### src/rtl/roc_aer_sequencer.sv
// Sequences one image through the ROC encoder: start pulse, 4-phase AER drain of
// sorted indices with ACK timeouts, then waits for the core's inference-done.
module roc_aer_sequencer #(
    parameter int IMAGE_SIZE  = 784,
    parameter int ADDR_BITS   = 10,
    parameter int CNT_BITS    = 10,
    parameter int ACK_TIMEOUT = 255,
    parameter int TO_BITS     = 8
) (
    input  logic                 clk,
    input  logic                 rst_n,
    input  logic                 img_valid,
    output logic                 img_ready,
    output logic                 enc_new_image,
    input  logic                 enc_found_next_index,
    input  logic [ADDR_BITS-1:0] enc_next_index,
    input  logic                 enc_rdy,
    output logic                 enc_aerin_ctrl_busy,
    output logic                 enc_inference_rdy,
    output logic [ADDR_BITS-1:0] aerout_addr,
    output logic                 aerout_req,
    input  logic                 aerout_ack,
    input  logic                 core_inference_rdy,
    output logic                 done,
    output logic [CNT_BITS-1:0]  spike_count,
    output logic                 timeout_err
);

    if (CNT_BITS < $clog2(IMAGE_SIZE + 1)) begin : g_cnt_chk
        $error("CNT_BITS too narrow for IMAGE_SIZE");
    end
    if (TO_BITS < $clog2(ACK_TIMEOUT + 1) || ACK_TIMEOUT < 1) begin : g_to_chk
        $error("TO_BITS too narrow for ACK_TIMEOUT");
    end

    typedef enum logic [2:0] {
        IDLE,
        WAIT_IDX,
        ACK_HI,
        ACK_LO,
        WAIT_INF,
        FINISH
    } state_t;

    state_t               state, state_d;
    logic [TO_BITS-1:0]   to_cnt, to_cnt_d;
    logic [ADDR_BITS-1:0] addr_d;
    logic [CNT_BITS-1:0]  cnt_d;
    logic                 req_d, busy_d, new_img_d, inf_rdy_d, done_d, terr_d;
    logic                 to_hit, cnt_sat;

    // The counter holds (cycles spent in the phase - 1), so hitting TIMEOUT-1 on an
    // edge means the phase has lasted exactly ACK_TIMEOUT cycles.
    assign to_hit    = (to_cnt == TO_BITS'(ACK_TIMEOUT - 1));
    assign cnt_sat   = (spike_count == {CNT_BITS{1'b1}});
    assign img_ready = (state == IDLE);

    always_ff @(posedge clk or negedge rst_n) begin
        if (!rst_n) begin
            state               <= IDLE;
            to_cnt              <= '0;
            aerout_addr         <= '0;
            aerout_req          <= 1'b0;
            enc_aerin_ctrl_busy <= 1'b0;
            enc_new_image       <= 1'b0;
            enc_inference_rdy   <= 1'b0;
            done                <= 1'b0;
            spike_count         <= '0;
            timeout_err         <= 1'b0;
        end else begin
            state               <= state_d;
            to_cnt              <= to_cnt_d;
            aerout_addr         <= addr_d;
            aerout_req          <= req_d;
            enc_aerin_ctrl_busy <= busy_d;
            enc_new_image       <= new_img_d;
            enc_inference_rdy   <= inf_rdy_d;
            done                <= done_d;
            spike_count         <= cnt_d;
            timeout_err         <= terr_d;
        end
    end

    always_comb begin
        state_d   = state;
        to_cnt_d  = to_cnt;
        addr_d    = aerout_addr;
        req_d     = aerout_req;
        busy_d    = enc_aerin_ctrl_busy;
        new_img_d = 1'b0;
        inf_rdy_d = 1'b0;
        done_d    = 1'b0;
        cnt_d     = spike_count;
        terr_d    = timeout_err;
        case (state)
            IDLE: begin
                if (img_valid) begin
                    new_img_d = 1'b1;
                    cnt_d     = '0;
                    terr_d    = 1'b0;
                    state_d   = WAIT_IDX;
                end
            end
            WAIT_IDX: begin
                // A pending index is drained before the encoder's done is honoured.
                if (enc_found_next_index) begin
                    addr_d   = enc_next_index;
                    req_d    = 1'b1;
                    busy_d   = 1'b1;
                    to_cnt_d = '0;
                    state_d  = ACK_HI;
                end else if (enc_rdy) begin
                    state_d = WAIT_INF;
                end
            end
            ACK_HI: begin
                if (aerout_ack) begin
                    req_d    = 1'b0;
                    to_cnt_d = '0;
                    state_d  = ACK_LO;
                end else if (to_hit) begin
                    req_d   = 1'b0;
                    busy_d  = 1'b0;
                    terr_d  = 1'b1;
                    state_d = FINISH;
                end else begin
                    to_cnt_d = to_cnt + 1'b1;
                end
            end
            ACK_LO: begin
                if (!aerout_ack) begin
                    busy_d  = 1'b0;
                    cnt_d   = cnt_sat ? spike_count : spike_count + 1'b1;
                    state_d = WAIT_IDX;
                end else if (to_hit) begin
                    busy_d  = 1'b0;
                    terr_d  = 1'b1;
                    state_d = FINISH;
                end else begin
                    to_cnt_d = to_cnt + 1'b1;
                end
            end
            WAIT_INF: begin
                if (core_inference_rdy) begin
                    inf_rdy_d = 1'b1;
                    state_d   = FINISH;
                end
            end
            FINISH: begin
                done_d  = 1'b1;
                state_d = IDLE;
            end
            default: state_d = IDLE;
        endcase
    end

endmodule

### config.mk
export PLATFORM = sky130hd
export DESIGN_NAME = roc_aer_sequencer
export DESIGN_NICKNAME = d
export VERILOG_FILES = /design/src/rtl/roc_aer_sequencer.sv
export SDC_FILE = /design/constraint.sdc
export NUM_CORES = 1
export LEC_CHECK = 0
export ABC_AREA = 1
export CAP_MARGIN = 20
export CORE_UTILIZATION = 36
export DETAILED_ROUTE_END_ITERATION = 7
export HOLD_SLACK_MARGIN = 0.15
export SLEW_MARGIN = 5
export SYNTH_ARGS = -nofsm -noshare
export SYNTH_HDL_FRONTEND = slang
export SYNTH_SLANG_ARGS = --single-unit
### constraint.sdc
create_clock -name clk -period 1.5 [get_ports clk]
set_clock_uncertainty 0.1 [all_clocks]
set_input_delay 0.3 -clock clk [delete_from_list [all_inputs] [get_ports clk]]
set_output_delay 0.3 -clock clk [all_outputs]
set_load 0.03 [all_outputs]
==> results.sh, run 1 <==
export IMPL_cp_end_kind="output pin"
export IMPL_htreeDepth=2
export IMPL_antenna_found_initial=0
export IMPL_worstPathArrival_ns=1.14
export IMPL_r2r_worst_path_cells=9
export IMPL_diodes=0
export IMPL_hold_path_class="input pin to async pin"
export IMPL_r2r_setup_slack_ns=-0.03
export IMPL_synth_compound_area_frac=0.112
export IMPL_fin_area_um2=3100
export IMPL_grt_remaining_overflow=0
export IMPL_syn_inst=265
export IMPL_critPathRequiredTime_ns=1.10
export IMPL_syn_area_um2=2020
export IMPL_path_clk_slew_ns=0.07
export IMPL_grt_max_degree=22
export IMPL_final_common_cell="nand2_1"
export IMPL_rows=26
export IMPL_firstDrtPassIters=4
export IMPL_status="finished with violations"
export IMPL_leakagePower_nw=1.62
export IMPL_finalCritPeriodShare=1.02
export IMPL_clk_latency_ns=0.29
export IMPL_powerDensity_nw_per_um2=1770
export IMPL_pin_count=44
export IMPL_portBuffers=43
export IMPL_final_nets=368
export IMPL_startpoint="state[0]"
export IMPL_yosysUniqueCellTypes=25
export IMPL_rsz0062_at_grt="yes"
export IMPL_grt_pass1_wl_mm=8.42
export IMPL_slew_violations=0
export IMPL_drt_iter0_markers=93
export IMPL_register_area_um2=928
export IMPL_reg2reg_from="state[1]"
export IMPL_grt_pass1_vias=1826
export IMPL_critPathLaunchType="register"
export IMPL_maxCapViolCount=0
export IMPL_met2_length_mm=2.52
export IMPL_fill_cells=502
export IMPL_tightest_slew_ns=0.446
export IMPL_pre_cts_ws_ns=-0.185
export IMPL_violations="setup timing"
export IMPL_die_w_um=76.9
export IMPL_r2r_end="spike_count[6]"
export IMPL_initial_utilization=0.385
export IMPL_synthSimpleGateAreaFrac=0.330
export IMPL_cts_buffers=5
export IMPL_max_slew_margin=0.703
export IMPL_wl_met1_mm=2.32
export IMPL_crit_fanout=3
export IMPL_drive_above_1_share=0.312
export IMPL_synth_adder_area_share=0.0186
export IMPL_cts_buffer_depth=2
export IMPL_wirelength_mm=5.09
export IMPL_ys_warn_count=0
export IMPL_cts_root_buf="clkbuf_8"
export IMPL_placed_area_um2=2750
export IMPL_ir_drop_uv=864
export IMPL_dieArea_um2=5910
export IMPL_synth_fp_nets=285
export IMPL_antenna_left=0
export IMPL_synthXorXnorAreaFrac=0.00868
export IMPL_synth_mux_area_frac=0
export IMPL_num_vias=1988
export IMPL_hold_viol=0
export IMPL_endpoint="img_ready"
export IMPL_layout_common_cells="89 x nand2_1, 35 x dfrtp_1, 35 x buf_4"
export IMPL_drt_vias_per_instance=4.74
export IMPL_power_mw=5.49
export IMPL_dr_wl_met3_um=189
export IMPL_wl_per_cell_um=12.2
export IMPL_synth_top_family_by_area="simple AND/OR/NAND/NOR gates"
export IMPL_core_um2=5240
export IMPL_tritoncts="built"
export IMPL_setup_viol=10
export IMPL_fmax_mhz=651
export IMPL_clock_sinks=37
export IMPL_route_detailed_drc=0
export IMPL_maxUsedRoutingLayer="met4"
export IMPL_yosys_register_bits=37
export IMPL_track_usage=0.177
export IMPL_area_growth_pct=53.8
export IMPL_timing_final_crit_period_ns=1.54
export IMPL_setup_ws_ns=-0.0363
export IMPL_multi_input_area_um2=1100
export IMPL_gp_congestion=0.860
export IMPL_worstSetupPathType="register to output pin"
export IMPL_syn_avg_cell_area_um2=7.61
export IMPL_hpwl_mm=3.54
export IMPL_die_h_um=76.9
export IMPL_ys_seq_area_frac=0.459
## area by class of cell
| cell class | count | share of cell area |
|---|---|---|
| clock buffers | 7 | 0.0278 |
| clock inverters | 1 | 0.00968 |
| inverters | 28 | 0.0355 |
| multi-input cells | 195 | 0.355 |
| flip-flops and latches | 37 | 0.299 |
| well taps | 70 | 0.0282 |
| repair buffers | 81 | 0.245 |
## timing repair
action	in CTS	in global routing
endpoints found under the setup margin	26	36
buffers inserted	1	4
resized for setup	26	52
endpoints found under the hold margin	15	0
hold buffers	1	0
cloned	0	3
pin swaps	1	11
## critical path: stages (launching register included)
cell and delay [ns]:
dfrtp_1 0.41, nor2_2 0.14, nand2_1 0.09, inv_1 0.08, buf_6 0.12
## metal layers
layer | global-route usage | vias up
met1 | 0.239 | 932
met3 | 0.0333 | 5
li1 | - | 1007
met2 | 0.287 | 44
met4 | 0.0519 | 0
met5 | 0 | -
## logic make-up after synthesis
family | after synthesis
and+or+nand+nor | 155
xor gates and xnor gates | 2
DFF | 37
adders and majority gates | 3
buffers and inverters | 33
AOI/OAI and AO/OA | 35
## worst min path at each step
stage / from / to / slack, ns / cells past startpoint
2_1_floorplan: rst_n / aerout_addr[0] / -0.1 / 0
3_3_place_gp: rst_n / to_cnt[3] / 0.17 / 1
3_5_place_dp: rst_n / enc_new_image / 0.17 / 1
4_1_cts: aerout_addr[2] / aerout_addr[2] / 0.38 / 2
5_1_grt: aerout_addr[3] / aerout_addr[3] / 0.42 / 2
6_report: rst_n / to_cnt[6] / 0.38 / 2
## cells in the mapped netlist
master / n / area, um^2
o21ai_2: 10 / 87.6
nand2_2: 4 / 25.0
buf_6: 2 / 22.5
nor2_1: 25 / 93.8
buf_4: 1 / 7.51
o21bai_1: 3 / 22.5
nor2_2: 5 / 31.3
buf_2: 2 / 10.0
inv_2: 2 / 7.51
o21a_1: 1 / 7.51
ha_1: 3 / 37.5
nand2_1: 99 / 372
nand3_1: 13 / 65.1
nand3_4: 1 / 17.5
o21ai_0: 11 / 55.1
nand4_1: 2 / 12.5
o21ai_1: 5 / 25.0
dfrtp_1: 37 / 926
nand3b_1: 3 / 22.5
a21oi_1: 4 / 20.0
nand3_2: 2 / 20.0
or2_2: 1 / 6.26
inv_1: 26 / 97.6
xor2_1: 2 / 17.5
a21boi_0: 1 / 7.51
## stage by stage
step | instances | util | hold WS, ns | setup TNS (ns)
final | 419 | 0.592 | 0.379 | -0.210
after global routing | 419 | 0.592 | 0.416 | -1.28
after CTS | 412 | 0.549 | 0.384 | -0.0551
after detailed placement | 402 | 0.525 | 0.167 | -2.90
after global placement | 402 | 0.525 | 0.169 | -2.88
after floorplan | 265 | - | -0.0956 | -0.833
## power by group
group	switching [mW]	internal, mW	total (mW)
sequential	0.151	1.26	1.41
combinational	1.81	1.38	3.18
clock	0.352	0.542	0.894
total	2.31	3.18	5.49
## flip-flops by register name (all words and copies together), names as in the netlist
register,flops
aerout_addr,10
spike_count,10
to_cnt,8
state,3
aerout_req,1
done,1
enc_aerin_ctrl_busy,1
enc_inference_rdy,1
enc_new_image,1
timeout_err,1
No activity file was read; power rests on OpenSTA's default activity.
==> run 2, diff against run 1 <==
--- a/config.mk
+++ b/config.mk
@@ -6,7 +6,7 @@
 export NUM_CORES = 1
 export LEC_CHECK = 0
 export ABC_AREA = 1
-export CAP_MARGIN = 20
+export CAP_MARGIN = 5
 export CORE_UTILIZATION = 36
 export DETAILED_ROUTE_END_ITERATION = 7
 export HOLD_SLACK_MARGIN = 0.15
==> results of run 2 <==
Final layout, timing and power as in run 1 (identical DEF).
